--- src/rtl/serial_arith_pkg.sv ---
// Shared types for the digit-serial arithmetic blocks.
// State encoding and add/subtract mode codes.
package serial_arith_pkg;

  typedef enum logic [1:0] {
    IDLE = 2'd0,
    RUN  = 2'd1,
    DONE = 2'd2
  } state_e;

  localparam logic MODE_ADD = 1'b0;
  localparam logic MODE_SUB = 1'b1;

endpackage

--- src/rtl/addsub_digit.sv ---
// Combinational DIGIT-bit ripple add/subtract slice.
// Chains full-adder or full-subtractor cells LSB to MSB.
module addsub_digit
  import serial_arith_pkg::*;
#(
  parameter int DIGIT = 4
) (
  input  logic [DIGIT-1:0] a,
  input  logic [DIGIT-1:0] b,
  input  logic             cb_in,
  input  logic             mode,
  output logic [DIGIT-1:0] r,
  output logic             cb_out
);

  logic c;

  // Ripple carry/borrow through the slice bit by bit
  always_comb begin
    c = cb_in;
    r = '0;
    for (int i = 0; i < DIGIT; i++) begin
      r[i] = a[i] ^ b[i] ^ c;
      if (mode == MODE_SUB)
        c = (!a[i] & b[i]) | (!a[i] & c) | (b[i] & c);
      else
        c = (a[i] & b[i]) | (a[i] & c) | (b[i] & c);
    end
    cb_out = c;
  end

endmodule

--- src/rtl/serial_addsub.sv ---
// Digit-serial add/subtract unit, LSB digit first.
// Valid/ready on both sides; result held in DONE.
module serial_addsub
  import serial_arith_pkg::*;
#(
  parameter int WIDTH = 16,
  parameter int DIGIT = 4
) (
  input  logic             clk,
  input  logic             rst,
  input  logic             in_valid,
  output logic             in_ready,
  input  logic             mode,
  input  logic [WIDTH-1:0] a,
  input  logic [WIDTH-1:0] b,
  input  logic             cin,
  output logic             out_valid,
  input  logic             out_ready,
  output logic [WIDTH-1:0] res,
  output logic             cb_out,
  output logic             ovf
);

  localparam int NSTEP = WIDTH / DIGIT;
  localparam int SW    = (NSTEP > 1) ? $clog2(NSTEP) : 1;

  state_e           state_q, state_d;
  logic [SW-1:0]    step_q, step_d;
  logic [WIDTH-1:0] a_q, a_d;
  logic [WIDTH-1:0] b_q, b_d;
  logic [WIDTH-1:0] res_q, res_d;
  logic             cb_q, cb_d;
  logic             mode_q, mode_d;
  logic             am_q, am_d;
  logic             bm_q, bm_d;
  logic             ovf_q, ovf_d;

  logic [DIGIT-1:0] sl_r;
  logic             sl_cb;
  logic [WIDTH-1:0] res_sh;
  logic             last;
  logic             rmsb;
  logic             ovf_new;

  addsub_digit #(
    .DIGIT(DIGIT)
  ) u_digit (
    .a      (a_q[DIGIT-1:0]),
    .b      (b_q[DIGIT-1:0]),
    .cb_in  (cb_q),
    .mode   (mode_q),
    .r      (sl_r),
    .cb_out (sl_cb)
  );

  if (DIGIT == WIDTH) begin : g_full
    assign res_sh = sl_r;
  end else begin : g_part
    assign res_sh = {sl_r, res_q[WIDTH-1:DIGIT]};
  end

  assign last = (step_q == SW'(NSTEP - 1));
  assign rmsb = sl_r[DIGIT-1];

  // Signed overflow from captured operand MSBs and final result MSB
  always_comb begin
    if (mode_q == MODE_SUB)
      ovf_new = (am_q != bm_q) && (rmsb != am_q);
    else
      ovf_new = (am_q == bm_q) && (rmsb != am_q);
  end

  // Next-state and datapath control
  always_comb begin
    state_d = state_q;
    step_d  = step_q;
    a_d     = a_q;
    b_d     = b_q;
    res_d   = res_q;
    cb_d    = cb_q;
    mode_d  = mode_q;
    am_d    = am_q;
    bm_d    = bm_q;
    ovf_d   = ovf_q;
    unique case (state_q)
      IDLE: begin
        if (in_valid) begin
          state_d = RUN;
          step_d  = '0;
          a_d     = a;
          b_d     = b;
          mode_d  = mode;
          cb_d    = cin;
          am_d    = a[WIDTH-1];
          bm_d    = b[WIDTH-1];
        end
      end
      RUN: begin
        a_d   = a_q >> DIGIT;
        b_d   = b_q >> DIGIT;
        res_d = res_sh;
        cb_d  = sl_cb;
        if (last) begin
          state_d = DONE;
          ovf_d   = ovf_new;
        end else begin
          step_d = step_q + SW'(1);
        end
      end
      DONE: begin
        if (out_ready) state_d = IDLE;
      end
      default: state_d = IDLE;
    endcase
  end

  // State and datapath registers, synchronous reset
  always_ff @(posedge clk) begin
    if (rst) begin
      state_q <= IDLE;
      step_q  <= '0;
      a_q     <= '0;
      b_q     <= '0;
      res_q   <= '0;
      cb_q    <= 1'b0;
      mode_q  <= MODE_ADD;
      am_q    <= 1'b0;
      bm_q    <= 1'b0;
      ovf_q   <= 1'b0;
    end else begin
      state_q <= state_d;
      step_q  <= step_d;
      a_q     <= a_d;
      b_q     <= b_d;
      res_q   <= res_d;
      cb_q    <= cb_d;
      mode_q  <= mode_d;
      am_q    <= am_d;
      bm_q    <= bm_d;
      ovf_q   <= ovf_d;
    end
  end

  assign in_ready  = (state_q == IDLE);
  assign out_valid = (state_q == DONE);
  assign res       = res_q;
  assign cb_out    = cb_q;
  assign ovf       = ovf_q;

endmodule

--- config.mk ---
export PLATFORM = sky130hd
export DESIGN_NAME = serial_addsub
export DESIGN_NICKNAME = d
export VERILOG_FILES = /design/src/rtl/serial_arith_pkg.sv /design/src/rtl/addsub_digit.sv /design/src/rtl/serial_addsub.sv
export SDC_FILE = /design/constraint.sdc
export NUM_CORES = 1
export LEC_CHECK = 0
export CORE_MARGIN = 1.5
export CORE_UTILIZATION = 50
export CTS_CLUSTER_DIAMETER = 80
export DETAILED_ROUTE_END_ITERATION = 8
export PLACE_DENSITY = 0.8
export SYNTH_ARGS = -nofsm -noshare
export SYNTH_HDL_FRONTEND = slang
export SYNTH_SLANG_ARGS = --single-unit
export TNS_END_PERCENT = 5
--- constraint.sdc ---
create_clock -name clk -period 2.7 [get_ports clk]
set_input_delay 0.54 -clock clk [delete_from_list [all_inputs] [get_ports clk]]
set_output_delay 0.54 -clock clk [all_outputs]
set_load 0.1 [all_outputs]
# After elaboration in Yosys (flattened, before gate mapping)
# Cells that the tools add are included.
# totals
elab_cells,96
input_bits,38
reg_bits,57
out_inout_bits,20
# classes
add_sub_neg,1
muxes,18
n_reduce_logical,13
bitwise_logic,44
eq_ne,10
# ops
operator,count
16-bit one-hot mux with 2 select lines,2
16-bit two-way mux,2
1-bit AND,20
1-bit OR,16
2-bit two-way mux,5
1-bit bitwise XOR,8
1-bit two-way mux,6
2-bit != test (second input constant),3
2-bit one-hot mux with 3 select lines,1
2-bit AND reduction,3
3-bit AND reduction,2
2-bit equality test (second input constant),2
1-bit logical NOT,4
2-bit one-hot mux with 2 select lines,1
2-bit by 1-bit adder with 2-bit output (second input constant),1
2-bit by 1-bit equality test with 1-bit output (second input constant),1
1-bit logical AND,2
2-bit logical NOT,1
1-bit != test,2
2-bit by 1-bit != test with 1-bit output (second input constant),1
1-bit one-hot mux with 2 select lines,1
2-bit nonzero test,1
1-bit equality test,1

# Depth between registers and ports, before layout
# Gate-level depths: netlist (run 1).
# depth
depth_word,18
ltp_mapped,8
depth_no_buf,8

# Cells and area by module
# A second synthesis (run 1) with hierarchy kept.
# unflattened
cells_unflattened,328
area_unflattened_um2,2834.0
# modules_own_cells
module,instances,seq_area_each_um2,area_each_um2,cells_each
serial_addsub,1,1141.1,2492.4,281
addsub_digit,1,0.0,341.6,47

# Worst setup path before layout (run 1)
# OpenSTA, ideal clock, no wires.
# synth_path
path_kind,reg-to-reg
from,register state_q[1]
to,"register cb_q, in the netlist cb_out"
n_path_buf,1
setup_ps,71
arrival_time_ps,2452
required_time_ps,2629
stages_incl_launch_ff,6
setup_slack_ps,176
synth_period_minus_slack_ps,2524
cell_sequence,dfxtp_1 nor2_1 and2_1 clkbuf_1 a22oi_1 o2bb2ai_1
# synth_between
elab_chain_len,3
word_cells_on_any_way,6
classes_between,eq/ne (2); mux (1); reduce/logical (3)
# synth_lines
element,line,text
start: declaration,serial_addsub.sv:27,"state_e state_q, state_d;"
start signal: assignment,serial_addsub.sv:131,state_q <= state_d;
2-bit logical NOT *,n/a,
named net in_ready,serial_addsub.sv:12,"output logic in_ready,"
2-bit != test (no line) / 2-bit nonzero test (equally long branches),n/a,
2-bit AND reduction (no line),n/a,
end signal: assignment,serial_addsub.sv:125,cb_q <= 1'b0;
end signal: assignment,serial_addsub.sv:136,cb_q <= cb_d;
end: declaration,serial_addsub.sv:32,"logic cb_q, cb_d;"
# The timed path passes the listed nets; every way through them passes the cells marked *.
# A chain may end at the register's enable or synchronous reset.

# Worst setup path after layout (run 1)
# layout_path
from,register a_q[0]
to,"register ovf_q, in the netlist ovf"
# layout_between
elab_chain_len,17
word_cells_on_any_way,31
classes_between,eq/ne (1); mux (4); bitwise (23); reduce/logical (3)
# layout_lines
element,line,text
start: declaration,serial_addsub.sv:29,"logic [WIDTH-1:0] a_q, a_d;"
start signal: assignment,serial_addsub.sv:122,a_q <= '0;
start signal: assignment,serial_addsub.sv:133,a_q <= a_d;
1-bit logical NOT,addsub_digit.sv:25,c = (!a[i] & b[i]) | (!a[i] & c) | (b[i] & c);
1-bit AND,addsub_digit.sv:25,
1-bit OR (2 in series),addsub_digit.sv:25,
1-bit two-way mux *,addsub_digit.sv:24,if (mode == MODE_SUB)
1-bit AND (on tied branches),"addsub_digit.sv:27, addsub_digit.sv:25",
1-bit OR (on tied branches) (2 in series),"addsub_digit.sv:27, addsub_digit.sv:25",
1-bit two-way mux *,addsub_digit.sv:24,
1-bit AND (on tied branches),"addsub_digit.sv:27, addsub_digit.sv:25",
1-bit OR (on tied branches) (2 in series),"addsub_digit.sv:27, addsub_digit.sv:25",
1-bit two-way mux *,addsub_digit.sv:24,
1-bit bitwise XOR *,addsub_digit.sv:23,r[i] = a[i] ^ b[i] ^ c;
1-bit != test *,"serial_addsub.sv:68, serial_addsub.sv:70",
1-bit logical AND (on tied branches),"serial_addsub.sv:70, serial_addsub.sv:68",
1-bit two-way mux *,serial_addsub.sv:67,if (mode_q == MODE_SUB)
end signal: assignment,serial_addsub.sv:140,ovf_q <= ovf_d;
end: declaration,serial_addsub.sv:36,"logic ovf_q, ovf_d;"
# Every way passes the cells marked *; elsewhere a longest branch is shown, timed or not.

==> reports/qor.txt, run 1 <==
dominant synthesized flop cell - dfxtp_1
max-slew violation count - 0
Rows - 25
Crit path arrival time - 2.56 ns
mapped cell area - 2530 µm²
initial antenna violation count - 0
worst-case clock buffer depth - 2
DPL Wire Length - 3790 µm
Clock Pin Slew Worst Setup and Hold Paths - 0.06 ns
status - complete, no violations
DR DRC count - 0
DRT met1 WL - 2690 µm
DR WL met2 - 2620 µm
CP max stage cell - or4bb_1
Iteration-0 DRC Markers - 78
IO Pins - 58
period utilization - 86.2%
biggest cell delay along the critical path - 0.49 ns
Total Routing Usage GR - 21.8%
post-route worst setup slack - 0.371 ns
RR Endpoint - ovf$_SDFFE_PP0P_
R2R Path Start - a_q[0]$_SDFFE_PP0P_
WS Path Type - register to register
HP Class - register to register
routed vias - 2,265
CP cell instances - inv_1 > ha_1 > or4bb_1 > o211ai_2 > a311oi_2 > xor2_1 > or3_1 > a311oi_1
Die ar. - 5500 µm²
synth top area cells - dfxtp_1 45%, nand2_1 13%, a311oi_1 8.6%
Critical Path RT - 2.93 ns
antenna-violating nets left - 0
leakage - 0.00130 µW
Post-Syn Instances - 318
vias in the first global route - 2,077
Critical Path Sink Type - register
Hold Path End - a_q[15]$_SDFFE_PP0P_
Place WS - 0.400 ns
clk root buf - clkbuf_8
worst-case reg-to-reg path depth - 8
warnings from Yosys - 0
RSZ-0062 raised after global routing - false
post-synth top area share - 45.1%
Die W - 74.2 µm
top cells by count, synth - 88 x nand2_1, 57 x dfxtp_1, 43 x nor2_1
layout cell share with drive strength beyond 1 - 13.2%
setup bufs post-CTS - 0
Post-Route WL - 5530 µm
top-count cell post-synth - nand2_1
Top delay family on crit path - simple AND/OR/NAND/NOR gates
number of synthesized register bits - 57
IO Port Bufs - 57
Max Used Layer - met4
Seq/Total Area, Yosys - 45.1%
Sink Count - 57
Syn Nets - 365
H-tree Lvls - 3
ys async rst share - 0%
Hold Vio Cnt, Final - 0
nets - 414
drt first pass iters - 4
wire length on met3 - 161 µm
# hold bufs at CTS - 0
Post-Place Cells - 423
fin crit period - 2.33 ns
WL per Instance - 12.6 µm
clk_skew - 0.00515 ns
Buf+Inv Stages, Crit Path - 1
MaxCap Viol Count - 0
Hold Path Cell Cnt - 2
Slew @ Worst Pin - 0.540 ns
GRT overflow - 0
Starting Density - 52.9%
syn avg cell area - 7.96 µm²
CTS buffer count - 9
area of the core - 4790 µm²
final hold slack - 0.459 ns
wire length of the first global-routing pass - 9240 µm
Startpoint Class - register
Syn-to-layout area delta - 27.9%
R2R Setup Slk - 0.37 ns
Slew headroom - 64.0%
Die Y - 74.2 µm
# diodes - 0
Worst Hold Launch - a_q[15]$_SDFFE_PP0P_
crit path max fanout - 5
Fmax achieved - 429 MHz
Yosys top cell by area - dfxtp_1
synth unique cells - 34
Placer Congestion - 0.787
CTS tree - done
post-cts sizing count - 0
Non-Filler Instances - 439
largest net degree at the start of global routing - 49
final setup fails - 0
VDD IR max - 367 µV
Clock Latency Late Sink - 0.33 ns
setup total negative slack - 0 ns
Post-synth EDFFs - 0
vias per cell - 5.16
pwr/cell area - 609 nW/µm²
layer usage:
layer / track usage [%] / up-vias
li1: - / 1185
met1: 29.4 / 1037
met2: 34.1 / 39
met3: 5.69 / 4
met4: 7.41 / 0
met5: 0 / -
area by class of cell:
class,count,area (µm²)
sequential,57,1140
clock buffer,9,124
inverter,7,26.3
clock inverter,7,37.5
tap,67,83.8
multi-input combinational,230,1270
timing repair buffer,62,553
fill,445,1550
worst min-delay path: cells and delay by family, from the launching register on:
| family | cells | cell delay [ns] |
|---|---|---|
| flops | 1 | 0.31 |
| simple gates | 1 | 0.05 |
| compound gates | 1 | 0.05 |
where the power goes:
group | leakage [µW] | switching (µW) | internal (µW) | total, µW
clock network | 0.0000883 | 329 | 322 | 651
registers | 0.000468 | 45.0 | 897 | 942
logic | 0.000748 | 230 | 149 | 379
total | 0.00130 | 604 | 1370 | 1970
flip-flops by register name (all words and copies together), names as in the netlist:
register  flops
b_q          16
step_q        2
res          16
bm_q          1
mode_q        1
state_q       2
am_q          1
a_q          16
cb_out        1
ovf           1
logic make-up after synthesis:
| logic type | share of synthesized area [%] |
|---|---|
| adders and majority gates | 4.45 |
| xor gates and xnor gates | 1.73 |
| buffers and inverters | 4.89 |
| muxes | 1.24 |
| AOI/OAI and AO/OA | 19.0 |
| and+or+nand+nor | 23.6 |
| DFF | 45.1 |
cells in the final DEF, fill, tap and decap left out, types with 2 or more instances in the layout:
cell / Yosys / layout
clkdlybuf4s50_1: 0 / 36
ha_1: 9 / 9
a22oi_1: 9 / 9
xor2_1: 3 / 3
clkbuf_8: 0 / 9
nor3_1: 3 / 3
buf_4: 0 / 25
or3_1: 2 / 2
clkinv_2: 0 / 6
a21oi_1: 22 / 22
nand2_1: 88 / 88
mux2i_1: 2 / 2
o21ai_0: 3 / 3
xnor2_1: 2 / 2
a311oi_1: 25 / 25
nor2_1: 43 / 42
and2_1: 2 / 2
inv_1: 7 / 7
dfxtp_1: 57 / 57
worst max-delay path by stage:
| stage | from | endpoint | slack, ns | depth (start not counted) |
|---|---|---|---|---|
| final | a_q[0]$_SDFFE_PP0P_ | ovf$_SDFFE_PP0P_ | 0.37 | 8 |
| after global routing | a_q[0]$_SDFFE_PP0P_ | ovf$_SDFFE_PP0P_ | 0.22 | 8 |
| after CTS | a_q[0]$_SDFFE_PP0P_ | ovf$_SDFFE_PP0P_ | 0.37 | 8 |
| after detailed placement | a_q[0]$_SDFFE_PP0P_ | ovf$_SDFFE_PP0P_ | 0.40 | 8 |
| after global placement | a_q[0]$_SDFFE_PP0P_ | ovf$_SDFFE_PP0P_ | 0.46 | 8 |
| after floorplan | state_q[1]$_SDFFE_PP0P_ | cb_out$_SDFFE_PP0P_ | 0.18 | 5 |
through the flow:
stage / total power, µW / utilization (%) / instance area (µm²)
after floorplan: 1220 / - / 2530
after global placement: 1330 / 64.3 / 3080
after detailed placement: 1340 / 64.3 / 3080
after CTS: 1990 / 67.7 / 3240
after global routing: 2070 / 67.7 / 3240
final: 1970 / 67.7 / 3240
(Power assumes the default switching activity.)
==> run 2: changes to the inputs <==
--- a/config.mk
+++ b/config.mk
@@ -8,6 +8,7 @@
 export CORE_MARGIN = 1.5
 export CORE_UTILIZATION = 50
 export CTS_CLUSTER_DIAMETER = 80
+export CTS_CLUSTER_SIZE = 16
 export DETAILED_ROUTE_END_ITERATION = 8
 export PLACE_DENSITY = 0.8
 export SYNTH_ARGS = -nofsm -noshare
==> constraint.sdc (replaced) <==
create_clock -name clk -period 2.6 [get_ports clk]
set_input_delay 0.52 -clock clk [delete_from_list [all_inputs] [get_ports clk]]
set_output_delay 0.52 -clock clk [all_outputs]
set_load 0.1 [all_outputs]
==> reports/qor.txt, run 2 (synthesis results as in run 1) <==
clk root buf - clkbuf_8 (unchanged)
IO Pins - 58 (unchanged)
Critical Path RT - 2.83 ns (was 2.93 ns)
final hold slack - 0.454 ns (was 0.459 ns)
antenna-violating nets left - 0 (unchanged)
Startpoint Class - register (unchanged)
Critical Path Sink Type - register (unchanged)
DR DRC count - 0 (unchanged)
Slew headroom - 68.7% (was 64.0%)
MaxCap Viol Count - 0 (unchanged)
leakage - 0.00131 µW (was 0.00130 µW)
CTS tree - done (unchanged)
VDD IR max - 429 µV (was 367 µV)
DPL Wire Length - 3890 µm (was 3790 µm)
Fmax achieved - 434 MHz (was 429 MHz)
RR Endpoint - ovf$_SDFFE_PP0P_ (unchanged)
wire length of the first global-routing pass - 9760 µm (was 9240 µm)
# fillers - 427 (was 445)
R2R Setup Slk - 0.30 ns (was 0.37 ns)
period utilization - 88.6% (was 86.2%)
Sequential Area - 1140 µm² (unchanged)
Sink Count - 57 (unchanged)
Finished Cell Area - 3270 µm² (was 3240 µm²)
nets - 414 (unchanged)
commonest non-fill, non-tap cell in the layout - nand2_1 (unchanged)
Clock Pin Slew Worst Setup and Hold Paths - 0.06 ns (about the same)
Iteration-0 DRC Markers - 115 (was 78)
Starting Density - 52.9% (unchanged)
setup total negative slack - 0 ns (unchanged)
IO Port Bufs - 57 (unchanged)
fin crit period - 2.30 ns (was 2.33 ns)
Post-Route WL - 5800 µm (was 5530 µm)
Placed Area - 3080 µm² (unchanged)
crit path max fanout - 5 (unchanged)
routed vias - 2,317 (was 2,265)
worst-case reg-to-reg path depth - 8 (unchanged)
vias in the first global route - 2,158 (was 2,077)
Syn-to-layout area delta - 29.0% (was 27.9%)
Place WS - 0.289 ns (was 0.400 ns)
status - complete, no violations (unchanged)
worst-case clock buffer depth - 2 (unchanged)
post-route worst setup slack - 0.298 ns (was 0.371 ns)
RSZ-0062 raised after global routing - false (unchanged)
Die ar. - 5500 µm² (unchanged)
drt first pass iters - 4 (unchanged)
WL per Instance - 13.2 µm (was 12.6 µm)
clk_skew - 0.00446 ns (was 0.00515 ns)
worst setup path endpoint - ovf$_SDFFE_PP0P_ (unchanged)
Placer Congestion - 0.796 (was 0.787)
Rows - 25 (unchanged)
Clock Latency Late Sink - 0.32 ns (was 0.33 ns)
GR Util met3 - 7.18% (was 5.69%)
largest net degree at the start of global routing - 49 (unchanged)
post-cts sizing count - 0 (unchanged)
Post-Place Cells - 423 (unchanged)
area of the core - 4790 µm² (unchanged)
layout cell share with drive strength beyond 1 - 12.4% (was 13.2%)
area of the multi-input gates - 1270 µm² (unchanged)
GRT overflow - 0 (unchanged)
H-tree Lvls - 3 (unchanged)
# hold bufs at CTS - 0 (unchanged)
GR Util met2 - 36.2% (was 34.1%)
setup bufs post-CTS - 0 (unchanged)
Total Routing Usage GR - 23.3% (was 21.8%)
Die W - 74.2 µm (unchanged)
pwr/cell area - 667 nW/µm² (was 609 nW/µm²)
vias per cell - 5.28 (was 5.16)
Die Y - 74.2 µm (unchanged)
most frequent cells in the layout - 88 x nand2_1, 57 x dfxtp_1, 42 x nor2_1 (unchanged)
initial antenna violation count - 0 (unchanged)
Slew @ Worst Pin - 0.470 ns (was 0.540 ns)
# diodes - 0 (unchanged)
WS Path Type - register to register (unchanged)
Hold Vio Cnt, Final - 0 (unchanged)
max-slew violation count - 0 (unchanged)
Crit path arrival time - 2.53 ns (was 2.56 ns)
M1 GR Usage - 30.3% (was 29.4%)
CP Launch Point - a_q[0]$_SDFFE_PP0P_ (unchanged)
Non-Filler Instances - 439 (unchanged)
CTS buffer count - 9 (unchanged)
final setup fails - 0 (unchanged)
GRT busiest layer - met2 (unchanged)
R2R Path Start - a_q[0]$_SDFFE_PP0P_ (unchanged)
HP Class - register to register (unchanged)
-- run 2: cell count changes in the layout (fill, tap and decap cells not counted), sizes merged --
| cell | delta |
|---|---|
| clkinv | -4 |
| clkinvlp | -1 |
| bufinv | +1 |
| clkbuf | +4 |
-- run 2: final cells by class --
type                    count  share of cell area (%)
multi-input cells         230                    39.0
flip-flops and latches     57                    34.9
repair buffers             62                    16.9
clock buffers              13                    4.56
well taps                  67                    2.57
clock inverters             3                    1.23
inverters                   7                   0.805
-- run 2: worst min-delay path by stage --
stage,start,endpoint,cells after the start
final,res[3]$_SDFFE_PP0P_,res[3]$_SDFFE_PP0P_,2
after detailed placement,res[3]$_SDFFE_PP0P_,res[3]$_SDFFE_PP0P_,2
after global placement,res[3]$_SDFFE_PP0P_,res[3]$_SDFFE_PP0P_,2
after CTS,res[3]$_SDFFE_PP0P_,res[3]$_SDFFE_PP0P_,2
after global routing,res[0]$_SDFFE_PP0P_,res[0]$_SDFFE_PP0P_,2
after floorplan,a_q[15]$_SDFFE_PP0P_,a_q[15]$_SDFFE_PP0P_,2
-- run 2: routing by layer --
metal | share of wire (%) | vias up
met5 | 0 | -
met4 | 1.2 | 0
met3 | 3.5 | 6
met2 | 48 | 44
met1 | 47 | 1079
li1 | - | 1188
-- run 2: power breakdown --
group	internal, µW	total, µW	leakage (µW)	switching (µW)
Sequential	931	978	0.000468	46.3
Clock	467	802	0.0000974	335
Combinational	155	398	0.000748	243
Total	1550	2180	0.00131	625
-- run 2: critical path, stage by stage (launching register included) --
cell and delay, ns:
dfxtp_1 0.38, inv_1 0.06, ha_1 0.20, or4bb_1 0.49, o211ai_2 0.12, a311oi_2 0.16, xor2_1 0.19, or3_1 0.36
a311oi_1 0.26
-- run 2: through the flow --
stage | utilization [%] | power, µW
2_1_floorplan | - | 1270
3_3_place_gp | 64.3 | 1390
3_5_place_dp | 64.3 | 1390
4_1_cts | 68.2 | 2200
5_1_grt | 68.2 | 2280
6_report | 68.2 | 2180
==> run 3: changes to the inputs <==
--- a/config.mk
+++ b/config.mk
@@ -5,6 +5,7 @@
 export SDC_FILE = /design/constraint.sdc
 export NUM_CORES = 1
 export LEC_CHECK = 0
+export CAP_MARGIN = 30
 export CORE_MARGIN = 1.5
 export CORE_UTILIZATION = 50
 export CTS_CLUSTER_DIAMETER = 80
==> results of run 3 <==
Final layout, timing and power as in run 2 (identical DEF).
